`src/rtl/rst_seq_pkg.sv`:
```
// Shared types and elaboration-time helpers for the reset sequencer.
package rst_seq_pkg;

    typedef enum logic [1:0] {
        HOLD    = 2'd0,
        STRETCH = 2'd1,
        STAGED  = 2'd2,
        RUN     = 2'd3
    } seq_state_e;

    // Edge (relative to t = 0) after which o_rst[k] reads low.
    function automatic int rel_time(input int k, input int stretch, input int gap);
        return stretch + k * gap;
    endfunction

    // Counter must hold up to last release time + 1 without wrapping.
    function automatic int cnt_width(input int stages, input int stretch, input int gap);
        return $clog2(stretch + (stages - 1) * gap + 2);
    endfunction

endpackage

```
`src/rtl/rst_seq_heartbeat.sv`:
```
// Heartbeat divider: toggles the LED every HB_DIV enabled cycles.
module rst_seq_heartbeat
#(
    parameter int HB_DIV = 50000000
)
(
    input  logic i_clk,
    input  logic i_rst,
    input  logic i_en,
    input  logic i_clr,
    output logic o_led
);

    localparam int DW = (HB_DIV > 2) ? $clog2(HB_DIV) : 1;
    localparam logic [DW-1:0] DIV_LAST = DW'(HB_DIV - 1);

    logic [DW-1:0] div_q, div_d;
    logic          led_q, led_d;

    // Next divider/LED value; clear wins over counting.
    always_comb begin
        div_d = div_q;
        led_d = led_q;
        if (i_clr) begin
            div_d = '0;
            led_d = 1'b0;
        end else if (i_en) begin
            if (div_q == DIV_LAST) begin
                div_d = '0;
                led_d = ~led_q;
            end else begin
                div_d = div_q + 1'b1;
            end
        end
    end

    // Divider and LED registers.
    always_ff @(posedge i_clk) begin
        if (i_rst) begin
            div_q <= '0;
            led_q <= 1'b0;
        end else begin
            div_q <= div_d;
            led_q <= led_d;
        end
    end

    assign o_led = led_q;

endmodule

```
`src/rtl/rst_sequencer.sv`:
```
// Staged reset release: stretch after reset, then free stages in ascending
// order one gap apart, then flag ready and run the heartbeat.
module rst_sequencer
    import rst_seq_pkg::*;
#(
    parameter int STAGES         = 3,
    parameter int STRETCH_CYCLES = 1024,
    parameter int STAGE_GAP      = 16,
    parameter int HB_DIV         = 50000000
)
(
    input  logic              i_clk,
    input  logic              i_rst,
    input  logic              i_soft_rst,
    output logic [STAGES-1:0] o_rst,
    output logic              o_ready,
    output logic              o_led
);

    localparam int CW = cnt_width(STAGES, STRETCH_CYCLES, STAGE_GAP);
    localparam logic [CW-1:0] CNT_MAX  = '1;
    // The counter lags t by one, so each threshold is the release edge - 1.
    localparam logic [CW-1:0] REL0_M1  = CW'(rel_time(0, STRETCH_CYCLES, STAGE_GAP) - 1);
    localparam logic [CW-1:0] LAST_REL = CW'(rel_time(STAGES - 1, STRETCH_CYCLES, STAGE_GAP));

    seq_state_e        state_q, state_d;
    logic [CW-1:0]     cnt_q, cnt_d;
    logic [STAGES-1:0] rst_q, rst_d;
    logic              rdy_q, rdy_d;

    // Next-state, counter and stage-release logic.
    always_comb begin
        state_d = state_q;
        cnt_d   = cnt_q;
        rst_d   = rst_q;
        rdy_d   = rdy_q;
        case (state_q)
            HOLD: begin
                cnt_d   = '0;
                rst_d   = '1;
                rdy_d   = 1'b0;
                state_d = STRETCH;
            end
            STRETCH, STAGED: begin
                if (cnt_q != CNT_MAX) cnt_d = cnt_q + 1'b1;
                for (int k = 0; k < STAGES; k++) begin
                    if (cnt_q >= CW'(rel_time(k, STRETCH_CYCLES, STAGE_GAP) - 1))
                        rst_d[k] = 1'b0;
                end
                if (state_q == STRETCH) begin
                    if (cnt_q >= REL0_M1) state_d = STAGED;
                end else if (cnt_q >= LAST_REL) begin
                    state_d = RUN;
                    rdy_d   = 1'b1;
                end
            end
            RUN: begin
                state_d = RUN;
            end
            default: begin
                state_d = HOLD;
            end
        endcase
        // A re-sequence request from any state parks everything in HOLD.
        if (i_soft_rst) begin
            state_d = HOLD;
            cnt_d   = '0;
            rst_d   = '1;
            rdy_d   = 1'b0;
        end
    end

    // State and output registers; i_rst overrides everything.
    always_ff @(posedge i_clk) begin
        if (i_rst) begin
            state_q <= HOLD;
            cnt_q   <= '0;
            rst_q   <= '1;
            rdy_q   <= 1'b0;
        end else begin
            state_q <= state_d;
            cnt_q   <= cnt_d;
            rst_q   <= rst_d;
            rdy_q   <= rdy_d;
        end
    end

    // Count only while running; clear on the edge that leaves RUN.
    rst_seq_heartbeat #(.HB_DIV(HB_DIV)) u_hb (
        .i_clk (i_clk),
        .i_rst (i_rst),
        .i_en  (state_q == RUN),
        .i_clr (state_d != RUN),
        .o_led (o_led)
    );

    assign o_rst   = rst_q;
    assign o_ready = rdy_q;

endmodule

```
`config.mk`:
```
export PLATFORM = sky130hd
export DESIGN_NAME = rst_sequencer
export DESIGN_NICKNAME = d
export VERILOG_FILES = /design/src/rtl/rst_seq_pkg.sv /design/src/rtl/rst_seq_heartbeat.sv /design/src/rtl/rst_sequencer.sv
export SDC_FILE = /design/constraint.sdc
export NUM_CORES = 1
export LEC_CHECK = 0
export ABC_AREA = 0
export BUFFER_PORTS_ARGS = -buffer_cell sky130_fd_sc_hd__buf_2
export CORE_MARGIN = 2
export CORE_UTILIZATION = 60
export DETAILED_ROUTE_END_ITERATION = 7
export PLACE_DENSITY = 0.8
export SLEW_MARGIN = 20
export SYNTH_ARGS = -nofsm -noshare
export SYNTH_HDL_FRONTEND = slang
export SYNTH_HIERARCHICAL = 1
export SYNTH_SLANG_ARGS = --single-unit
```
`constraint.sdc`:
```
create_clock -name i_clk -period 3 [get_ports i_clk]
set_clock_uncertainty 0.1 [all_clocks]
set_input_delay 0 -clock i_clk [delete_from_list [all_inputs] [get_ports i_clk]]
set_output_delay 0 -clock i_clk [all_outputs]
set_load 0.005 [all_outputs]
```
==> qor.txt <==
run status - finished, final reports clean
final antenna-violating net count - 0
syn_area_per_cell - 8.63 sq um
fillcell total - 298
Max-cap violations - 0
Max Freq - 365 MHz
Rows - 22
gr ovfl total - 0
top cells by area, synth - dfxtp_1, nor2_1, ha_1
synthesized cell area - 2300 sq um
PortBufs - 7
final setup TNS - 0 ns
Tmin final - 2.74 ns
critical hold path startpoint - o_rst[0]
clk sinks - 44
Max-slew headroom - 29.9%
H-Tree Depth - 2
Internal - 0.798 mW
die width - 65.9 um
CP startpoint - state_q[1]
Post-synth top flop - dfxtp_1
initial antenna violation count - 0
Net Sw Frac - 20.5%
clk_lat worst skew - 0.29 ns
routed len/inst - 14.2 um
Req. time, crit path - 3.11 ns
Synth Net Count - 277
RSZ-0062 raised after global routing - false
Critical Path Source Type - register
flops & latches, synth - 44
CTS tree - done
Reg2Reg Launch Point - state_q[1]
Logic pwr share - 2.2%
CP arrival - 2.85 ns
starting DRC count in detailed routing - 211
post-synth top area share - 38.4%
worst-margin pin slew - 1.05 ns
Hold Fails Final Rpt - 0
WL final - 4590 um
Ant. Diodes - 0
fin crit share - 91.4%
Yosys top cell by area - dfxtp_1
first drt pass iteration count - 4
worst min-delay path class - reg2reg
asr flop ratio synth - 0%
via count - 2015
Seq/Total Area, Yosys - 38.4%
placed wire-length estimate - 3200 um
total track usage - 23.6%
VDD IR max - 0.275 mV
Worst-path clk slew - 0.08 ns
Total Nets Final - 287
clock buffer depth - 2
core box area - 3660 sq um
largest net degree at the start of global routing - 26
setup violators final - 0
Leak - 0.798 nW
Cells after Synth - 266
GP Congestion - 0.857
die height - 65.9 um
vias in the first global route - 1770
I/O pins - 8
kind of critical path - reg2reg
Critical Path Fanout Max - 25
CTS root buf - clkbuf_8
Post-synth EDFFs - 0
Area Growth Syn to Fin - 8.12%
NetSw - 0.206 mW
vias per cell - 6.22
Crit. End Element - register
Initial Util - 62.7%
Synth cell types - 48
sequential fraction of design power - 58.3%
Yosys warning total - 6
P per Cell Area - 405 nW/um^2
fin util - 67.8%
global-route wire length before repair - 7990 um
layout cell share with drive strength beyond 1 - 9.78%
Clk pwr share - 39.5%
CTS buffer count - 5
max-slew violation count - 0
drt drc - 0
die area - 4340 sq um
## registers in the layout, summed over array words and instances (netlist names)
name,cells
o_ready,1
u_hb/o_led,1
state_q,2
o_rst,3
u_hb/div_q,26
cnt_q,11
## power by group through the flow
stage	combinational, mW	sequential, mW	clock (mW)
2_1_floorplan	0.0144	0.600	0
3_3_place_gp	0.0198	0.600	0
3_5_place_dp	0.0197	0.600	0
4_1_cts	0.0217	0.586	0.406
5_1_grt	0.0248	0.586	0.428
6_report	0.0220	0.586	0.397
## stage by stage
| step | setup WS (ns) | hold WS, ns | instance area, sq um | instances | power [mW] |
|---|---|---|---|---|---|
| 2_1_floorplan | 0.712 | -0.0232 | 2300 | 266 | 0.614 |
| 3_3_place_gp | 0.334 | 0.125 | 2370 | 315 | 0.620 |
| 3_5_place_dp | 0.317 | 0.132 | 2370 | 315 | 0.620 |
| 4_1_cts | 0.266 | 0.348 | 2480 | 324 | 1.01 |
| 5_1_grt | 0.0142 | 0.387 | 2480 | 324 | 1.04 |
| 6_report | 0.259 | 0.348 | 2480 | 324 | 1.00 |
## path summary, 6_finish.rpt
kind	depth (start not counted)	to	slack (ns)
hold / removal	1	o_rst[0]	0.35
hold reg to reg	1	o_rst[0]	0.35
setup / recovery	9	u_hb/div_q[18]	0.26
setup reg to reg	9	u_hb/div_q[18]	0.26
## area by class of cell
| class | instances | area, sq um | area share (%) |
|---|---|---|---|
| Multi-Input combinational cell | 204 | 1330 | 53.7 |
| Sequential cell | 44 | 881 | 35.5 |
| Clock buffer | 7 | 96.3 | 3.88 |
| Timing Repair Buffer | 12 | 77.6 | 3.13 |
| Tap cell | 48 | 60.1 | 2.42 |
| Inverter | 9 | 33.8 | 1.36 |
## what timing repair did
item	4_1_cts	5_1_grt
hold buffers	2	0
hold endpoints to repair	5	0
setup buffers	0	0
gates resized for setup	0	0
## kinds of logic (layout without fill, tap and decap cells)
logic type	after synthesis	in the layout	synth area share, %
AND/OR/NAND/NOR	121	121	30.1
adder cells (fa/ha/maj)	8	8	4.36
buffers and inverters	18	28	3.54
multiplexers	2	2	0.872
AO/OA/AOI/OAI	59	59	17.4
flip-flops	44	44	38.4
XOR/XNOR	14	14	5.34
## cells in the mapped netlist (2+ instances only)
cell type and count:
nand4_1 10, xor2_1 10, a21boi_0 2, o21ai_0 10
buf_2 5, and3_1 4, a41oi_1 2, mux2i_1 2
or4_4 2, ha_1 8, a211o_1 2, clkbuf_1 3
nor3_1 10, a21o_1 3, nor4b_1 2, or3_1 7
dfxtp_1 44, inv_1 9, a21oi_1 16, nand3_1 16
or4_1 10, nor4_1 2, xnor2_1 4, nand2_1 16
a31oi_1 2, nor2_1 30, and4_1 4, o31ai_1 11
## cells in the final DEF (no fill, tap or decap), types with 10 or more instances in the layout
cell and count:
nor2_1 30, o31ai_1 11, xor2_1 10, nand4_1 10, or4_1 10, nand2_1 16, dfxtp_1 44, nand3_1 16
nor3_1 10, a21oi_1 16, o21ai_0 10
## layer usage
| metal | up-vias | wire length, um | part of all wire (%) | track usage, % |
|---|---|---|---|---|
| met5 | - | 0 | 0 | 0 |
| met4 | 0 | 70 | 1.5 | 7.55 |
| met3 | 10 | 262 | 5.7 | 5.45 |
| met2 | 51 | 2060 | 45 | 36.4 |
| met1 | 941 | 2200 | 48 | 32.5 |
| li1 | 1013 | - | - | - |
## critical path, cell delays in order (launching register included)
cell and delay [ns]:
dfxtp_1 0.41, inv_1 0.09, ha_1 0.53, nor2b_1 0.23, a211o_1 0.14, a31oi_1 0.05
a211o_1 0.33, nor2_1 0.18, o21ai_2 0.32, nor3_1 0.28
(Power assumes the default switching activity.)
